[src/rtl/id_redirect_pkg.sv]
// id_redirect_pkg: opcode constants, widths and the decode helper shared by the decode stage.
package id_redirect_pkg;
  localparam int REG_W = 5;
  localparam logic [5:0] OP_RTYPE = 6'h00;
  localparam logic [5:0] OP_J     = 6'h02;
  localparam logic [5:0] OP_JAL   = 6'h03;
  localparam logic [5:0] OP_BEQ   = 6'h04;
  localparam logic [5:0] OP_BNE   = 6'h05;
  localparam logic [5:0] OP_SW    = 6'h2b;
  localparam logic [5:0] FN_JR    = 6'h08;
  localparam logic [31:0] NOP     = 32'h0000_0000;

  typedef struct packed {
    logic beq;
    logic bne;
    logic j;
    logic jal;
    logic jr;
    logic uses_rt;
  } dec_t;

  function automatic dec_t decode(logic [31:0] instr);
    dec_t d;
    d.beq     = instr[31:26] == OP_BEQ;
    d.bne     = instr[31:26] == OP_BNE;
    d.j       = instr[31:26] == OP_J;
    d.jal     = instr[31:26] == OP_JAL;
    d.jr      = instr[31:26] == OP_RTYPE && instr[5:0] == FN_JR;
    // rt is a source for branches, stores and every R-type except jr
    d.uses_rt = d.beq || d.bne || instr[31:26] == OP_SW || (instr[31:26] == OP_RTYPE && !d.jr);
    return d;
  endfunction
endpackage

[src/rtl/id_redirect_hazard.sv]
// id_hazard: combinational load-use / branch-operand stall detection and MEM forward selects.
module id_hazard
  import id_redirect_pkg::*;
(
  input  logic [REG_W-1:0] rs,
  input  logic [REG_W-1:0] rt,
  input  dec_t             dec,
  input  logic             RegWriteE,
  input  logic             MemtoRegE,
  input  logic [REG_W-1:0] WriteRegE,
  input  logic             RegWriteM,
  input  logic             MemtoRegM,
  input  logic [REG_W-1:0] WriteRegM,
  output logic             stall,
  output logic             fwd_a,
  output logic             fwd_b
);
  logic br, ex_a, ex_b, m_a, m_b, ld_use, ex_dep, m_dep;
  assign br     = dec.beq || dec.bne;
  assign ex_a   = WriteRegE != '0 && WriteRegE == rs;
  assign ex_b   = WriteRegE != '0 && WriteRegE == rt;
  assign m_a    = WriteRegM != '0 && WriteRegM == rs;
  assign m_b    = WriteRegM != '0 && WriteRegM == rt;
  assign ld_use = MemtoRegE && (ex_a || (dec.uses_rt && ex_b));
  assign ex_dep = (br || dec.jr) && RegWriteE && (ex_a || (br && ex_b));
  assign m_dep  = (br || dec.jr) && MemtoRegM && (m_a || (br && m_b));
  assign stall  = ld_use || ex_dep || m_dep;
  assign fwd_a  = RegWriteM && !MemtoRegM && m_a;
  assign fwd_b  = RegWriteM && !MemtoRegM && m_b;
endmodule

[src/rtl/id_redirect.sv]
// id_redirect: IF/ID register, decode-stage branch/jump resolution, hazard stall and event counters.
module id_redirect
  import id_redirect_pkg::*;
#(
  parameter bit DELAY_SLOT = 1'b1,
  parameter int CNT_W      = 32
) (
  input  logic             clk,
  input  logic             rst,
  input  logic [31:0]      InstrF,
  input  logic [31:0]      PCPlus4F,
  input  logic [31:0]      RD1D,
  input  logic [31:0]      RD2D,
  input  logic             RegWriteE,
  input  logic             MemtoRegE,
  input  logic [4:0]       WriteRegE,
  input  logic             RegWriteM,
  input  logic             MemtoRegM,
  input  logic [4:0]       WriteRegM,
  input  logic [31:0]      ALUOutM,
  output logic [31:0]      InstrD,
  output logic [31:0]      PCPlus4D,
  output logic [31:0]      PCBranchD,
  output logic [31:0]      JumpAddr,
  output logic             PCSrcD,
  output logic             JumpD,
  output logic             JalD,
  output logic             JrD,
  output logic             stall,
  output logic             FlushE,
  output logic [CNT_W-1:0] redirect_cnt,
  output logic [CNT_W-1:0] stall_cnt
);
  dec_t        dec;
  logic        fwd_a, fwd_b, redir;
  logic [31:0] src_a, src_b;
  logic [15:0] imm;

  assign dec   = decode(InstrD);
  assign imm   = InstrD[15:0];
  assign src_a = fwd_a ? ALUOutM : RD1D;
  assign src_b = fwd_b ? ALUOutM : RD2D;

  id_hazard u_hazard (
    .rs(InstrD[25:21]), .rt(InstrD[20:16]), .dec(dec),
    .RegWriteE(RegWriteE), .MemtoRegE(MemtoRegE), .WriteRegE(WriteRegE),
    .RegWriteM(RegWriteM), .MemtoRegM(MemtoRegM), .WriteRegM(WriteRegM),
    .stall(stall), .fwd_a(fwd_a), .fwd_b(fwd_b)
  );

  assign PCBranchD = PCPlus4D + {{14{imm[15]}}, imm, 2'b00};
  assign JumpAddr  = dec.jr ? src_a : {PCPlus4D[31:28], InstrD[25:0], 2'b00};
  assign PCSrcD    = ((dec.beq && src_a == src_b) || (dec.bne && src_a != src_b)) && !stall;
  assign JumpD     = dec.j && !stall;
  assign JalD      = dec.jal && !stall;
  assign JrD       = dec.jr && !stall;
  assign FlushE    = stall;
  assign redir     = PCSrcD || JumpD || JalD || JrD;

  always_ff @(posedge clk or negedge rst) begin
    if (!rst) begin
      InstrD       <= NOP;
      PCPlus4D     <= '0;
      redirect_cnt <= '0;
      stall_cnt    <= '0;
    end else begin
      if (!stall) begin
        InstrD   <= (!DELAY_SLOT && redir) ? NOP : InstrF;
        PCPlus4D <= PCPlus4F;
      end
      if (redir && !(&redirect_cnt)) redirect_cnt <= redirect_cnt + CNT_W'(1);
      if (stall && !(&stall_cnt)) stall_cnt <= stall_cnt + CNT_W'(1);
    end
  end
endmodule

[config.mk]
export PLATFORM = sky130hd
export DESIGN_NAME = id_redirect
export DESIGN_NICKNAME = d
export VERILOG_FILES = /design/src/rtl/id_redirect_pkg.sv /design/src/rtl/id_redirect_hazard.sv /design/src/rtl/id_redirect.sv
export SDC_FILE = /design/constraint.sdc
export NUM_CORES = 1
export LEC_CHECK = 0
export ABC_CLOCK_PERIOD_IN_PS = 4150
export CORE_ASPECT_RATIO = 0.6
export CORE_MARGIN = 3
export CORE_UTILIZATION = 45
export CTS_BUF_LIST = sky130_fd_sc_hd__clkbuf_8
export DETAILED_ROUTE_END_ITERATION = 12
export GPL_ROUTABILITY_DRIVEN = 0
export GPL_TIMING_DRIVEN = 0
export PLACE_DENSITY = 0.89
export REMOVE_ABC_BUFFERS = 1
export SYNTH_ARGS = -nofsm -noshare
export SYNTH_HDL_FRONTEND = slang
export SYNTH_SLANG_ARGS = --single-unit
[constraint.sdc]
create_clock -name clk -period 4.15 [get_ports clk]
set_input_delay 0.6225 -clock clk [delete_from_list [all_inputs] [get_ports clk]]
set_output_delay 0.6225 -clock clk [all_outputs]
set_load 0.05 [all_outputs]
* Yosys cells after proc, flatten, opt, wreduce, memory -nomap -nowiden
Cells that the tools add are included.
** Storage, ports and cells
- Logic and storage cells :: 70
- Bits in read-only memories :: 0
- Register bits :: 128
- Memory bits (writable) :: 0
- Memories :: 0
- Bits in latches :: 0
** Operators by class
- Shift-type cells :: 0
- Multiplexer cells :: 3
- $lt $le $gt $ge :: 0
- Divide/modulo/power cells :: 0
- Reductions and logical operators :: 48
- $add $sub $neg :: 3
- Bitwise logic cells :: 0
- Equal/unequal tests :: 12
- $mul :: 0
** Operators with widths (number)
- two-way mux 32 bit :: 3
- adder 32 x 1 -> 32 bit (second input constant) :: 2
- AND reduction 32 bit :: 2
- adder 32 bit :: 1
- == test 32 bit :: 1
- != test 32 bit :: 1
- logical AND 1 bit :: 25
- == test 5 bit :: 4
- logical OR 1 bit :: 13
- == test 6 x 2 -> 1 bit (second input constant) :: 2
- == test 6 x 3 -> 1 bit (second input constant) :: 2
- nonzero test 5 bit :: 2
- == test 6 x 4 -> 1 bit (second input constant) :: 1
- == test 6 bit (second input constant) :: 1
- zero test 6 bit :: 1
- zero test 1 bit :: 5

* Depth between registers and ports, before layout
- Depth after elaboration :: 16
- Mapped depth :: 16
- Depth with buffers taken out :: 15

* By module
Synthesis repeated with hierarchy kept, for this count alone.
** Unflattened totals
- Cell total of the unflattened synthesis :: 902
- Area total of the unflattened synthesis :: 8931.1 um2
** By module, submodules not included
- id_redirect :: cells an instance 859, area an instance 8577.0 um2, instances 1
- id_hazard :: cells an instance 43, area an instance 354.1 um2, instances 1

* Least setup slack after synthesis
Ideal clock, no wire load.
- Kind :: register to output
- Start point :: register InstrD[0]
- End point :: output port PCBranchD[30]
- Setup slack :: -0.677 ns
- Buffers on the path :: 0
- Stages on the path, launching flop included :: 16
- Data arrival time :: 4.205 ns
- Cell sequence :: dfrtp_1 > ha_1 > inv_1 > fa_1 > nor2b_1 > o21a_1 > o21ai_0 > a211oi_1 > o21a_1 > nand2_1 > a2111oi_0 > o21ai_0 > o41ai_1 > a211o_1 > a21oi_1 > xnor2_1
** Between the ends
- Word-level cells in the longest chain between the ends :: 1
** Ends and longest elaborated chain
- start, declared :: RTL line id_redirect.sv:21 : output logic [31:0] InstrD,
- start signal, assigned :: RTL line id_redirect.sv:68 : InstrD <= (!DELAY_SLOT && redir) ? NOP : InstrF;
- adder 32 bit :: RTL line id_redirect.sv:51 : assign PCBranchD = PCPlus4D + {{14{imm[15]}}, imm, 2'b00};
- end, declared :: RTL line id_redirect.sv:23 : output logic [31:0] PCBranchD,
Every way passes these cells.

* Final worst setup path
- Start point :: register InstrD[6]
- End point :: output port PCBranchD[28]
Same word-level chain as after synthesis.

==> results_dict.tcl <==
set metrics [dict create \
    cp.required_ns 3.53 \
    finClkSkew_ns 0.0167 \
    htreeDepth 4 \
    critical_path_class "flop to primary output" \
    dieHeight_um 117 \
    drtAntennaViolNets 0 \
    numClockSinks 128 \
    fin_cells 1740 \
    fmax_ghz 0.225 \
    root_buffer "clkbuf_8" \
    drt_iter0_drc 1322 \
    min_period_ns 4.43 \
    swShare_pct 41.3 \
    hold_viol 0 \
    via_per_inst 6.34 \
    die_w_um 192 \
    holdCritPathClass "input pin to async pin" \
    p_int_uw 2740 \
    wire_per_inst_um 26.1 \
    endpoint_kind "primary output" \
    clkSlewWorstSetupHoldPaths_ns 0.09 \
    antenna_found_initial 1 \
    worst_pin_slew_ns 0.938 \
    synth_warnings 0 \
    ys_ff_latch 128 \
    yosysSeqAreaShare_pct 34.4 \
    routed_wl_mm 45.5 \
    cp_cell_sequence "ha_4, o21a_1, o21a_1, buf_4, nor2_1, a211oi_2, o21a_1, nand2_2, a2111oi_4, o21ai_2, o41ai_2, buf_4, a21o_1, a21oi_2, xnor2_1, buf_4" \
    synth_ff_type "dfrtp_1" \
    drcViolationCount 0 \
    cts_tree "built" \
    setup_viol 24 \
    cp_top_family "compound AO/OA/AOI/OAI gates" \
    dieArea_mm2 0.0225 \
    max-slew-margin-rel_pct 36.9 \
    synth_area_per_cell_um2 9.23 \
    core-area_mm2 0.0202 \
    layout_commonest_cell "clkdlybuf4s50_1" \
    p_leak_uw 0.00666 \
    crit_arrival_ns 3.81 \
    clk_latency_ns 0.48 \
    min_period_over_period_pct 107 \
    max_stage_delay_ns 0.46 \
    seqPwrFrac_pct 30.8 \
    setup_ws_ns -0.285 \
    pin_count 374 \
    synth_edf_count 0 \
    peakVddDrop_v 0.000370 \
    synth_area_mm2 0.00932 \
    critical_path.max_fanout 4 \
    final_util_pct 76.2 \
    place_inst 1611 \
    p_total_uw 4660 \
    max-clock-path-buffers 2 \
    vias 11000 \
    whs_ns 0.0269 \
    p_sw_uw 1920 \
    path_buf_inv 3 \
    critPathSlowestCell "dfrtp_1" \
    track_usage_pct 34.2 \
    layout_common_cells "clkdlybuf4s50_1, dfrtp_1, buf_4" \
    failed_checks "negative setup slack" \
    hpwl_mm 26.1 \
    startpoint_type "flop" \
    rsz0062_at_grt "true" \
    pwr_density_cell_mw_per_mm2 304 \
    grt_pass1_vias 10100 \
    start_util_pct 46.2 \
    dpl_worst_slack_ns -1.88 \
    drt_pre_antenna_iters 6 \
    layout-drive-gt1-share_pct 23.8 \
    synth_cell_types 69 \
    slew_violations 0 \
    fin_nets 1661 \
    grt_max_degree 98 \
    cts_buffers 17 \
    clkPwrFrac_pct 27.3 \
    grt_pass1_wl_mm 59.5 \
    comb_power_share_pct 41.9 \
    async_reset_ff_share_pct 100 \
    syn-instance-count 1009 \
    port-buffer-count 373 \
    rows 40 \
    maxCapViolCount 0 \
    area_delta_synth_final_pct 64.8 \
    grt.overflow.total 0 \
    n_fill_cell 1186 \
    status "complete, but fails checks" \
]
## synthesized netlist by cell type, types with 6 or more instances
library cell / instances / share of area (%)
nand4_1: 9 / 0.60
a211o_1: 9 / 0.85
a2111oi_0: 6 / 0.56
o221ai_1: 21 / 2.0
buf_4: 6 / 0.48
nor3_1: 35 / 1.9
xnor2_1: 74 / 7.0
nor3_2: 6 / 0.64
a211oi_1: 17 / 1.4
and4_1: 6 / 0.56
o21ai_0: 43 / 2.3
dfrtp_1: 128 / 34
a21oi_1: 53 / 2.8
ha_1: 31 / 4.2
buf_2: 13 / 0.70
nor4_1: 7 / 0.47
and3_1: 16 / 1.1
o22ai_1: 8 / 0.54
inv_1: 39 / 1.6
xor2_1: 66 / 6.2
o21a_1: 8 / 0.64
a22o_1: 6 / 0.56
mux2_2: 65 / 7.9
mux2i_1: 13 / 1.4
nand3_1: 36 / 1.9
clkbuf_1: 28 / 1.1
a21o_1: 12 / 0.97
nor2_1: 68 / 2.7
a221o_1: 21 / 2.3
nand2b_1: 13 / 0.87
nand2_1: 76 / 3.1
## layer usage
metal / routed length (um) / vias up / GRT usage, %
met3: 5570 / 195 / 9.91
met4: 1910 / 0 / 12.3
met5: 0 / - / 0
li1: - / 4582 / -
met1: 16700 / 5342 / 43.7
met2: 21300 / 914 / 55.1
## final timing paths
path / from / slack [ns] / end / cells past startpoint
setup / recovery: InstrD[6] / -0.28 / PCBranchD[28] / 16
hold / removal: rst / 0.03 / redirect_cnt[23] / 1
setup reg to reg: InstrD[5] / -0.19 / stall_cnt[29] / 17
hold reg to reg: redirect_cnt[5] / 0.49 / redirect_cnt[5] / 1
max in group asynchronous: rst / 3.25 / InstrD[1] / 2
min in group clk: redirect_cnt[5] / 0.49 / redirect_cnt[5] / 1
## kinds of logic (layout without fill, tap and decap cells)
group / after synthesis / after routing / synth area share, %
AND/OR/NAND/NOR: 300 / 309 / 16.4
AO/OA/AOI/OAI: 239 / 239 / 18.3
XOR/XNOR: 140 / 140 / 13.2
flip-flops: 128 / 128 / 34.4
buffers and inverters: 91 / 539 / 4.08
multiplexers: 79 / 79 / 9.37
adder cells (fa/ha/maj): 32 / 32 / 4.38
other: 0 / 1 / 0
## power by group through the flow
stage / Combinational (uW) / Sequential (uW) / Clock, uW
3_3_place_gp: 1700 / 1440 / 0
5_1_grt: 2020 / 1440 / 1320
6_report: 1950 / 1440 / 1270
4_1_cts: 1800 / 1420 / 1260
3_5_place_dp: 1740 / 1440 / 0
2_1_floorplan: 806 / 1650 / 0
## worst reg2reg max path, cell delays in order (launching register included)
cell,delay [ns]
dfrtp_2,0.46
buf_6,0.14
or4b_4,0.54
nor3_4,0.16
buf_12,0.15
or4b_4,0.49
and2_4,0.18
nor2b_4,0.11
o221ai_2,0.12
o31ai_4,0.09
buf_6,0.14
buf_12,0.13
or4b_4,0.49
or3_4,0.46
nor3_4,0.22
buf_4,0.18
nand2_2,0.06
xnor2_1,0.13
## through the flow
step / TNS (ns) / area, um^2
2_1_floorplan: -268.37 / 9080
3_3_place_gp: -853.88 / 13200
3_5_place_dp: -95.61 / 13300
4_1_cts: -2.08 / 14400
5_1_grt: -5.21 / 15400
6_report: -2.57 / 15400
## flip-flops by register name, indices dropped and copies added, names as in the netlist
register / count
InstrD: 32
PCPlus4D: 32
redirect_cnt: 32
stall_cnt: 32
## cell type report
cell class | count | area [um^2] | area share, %
multi-input combinational | 799 | 6510 | 42.4
timing repair buffer | 468 | 4700 | 30.6
sequential | 128 | 3220 | 21.0
tap | 273 | 342 | 2.22
clock buffer | 18 | 248 | 1.61
clock inverter | 14 | 189 | 1.23
inverter | 39 | 146 | 0.953
antenna | 1 | 2.50 | 0.0163
## what timing repair did
action,in CTS,in global routing
resized for setup,199,152
pin swaps,33,54
endpoints found under the setup margin,121,70
gates cloned,10,6
hold buffers,0,0
buffers inserted,38,46
Note: power is estimated with default switching activity, not from simulation.
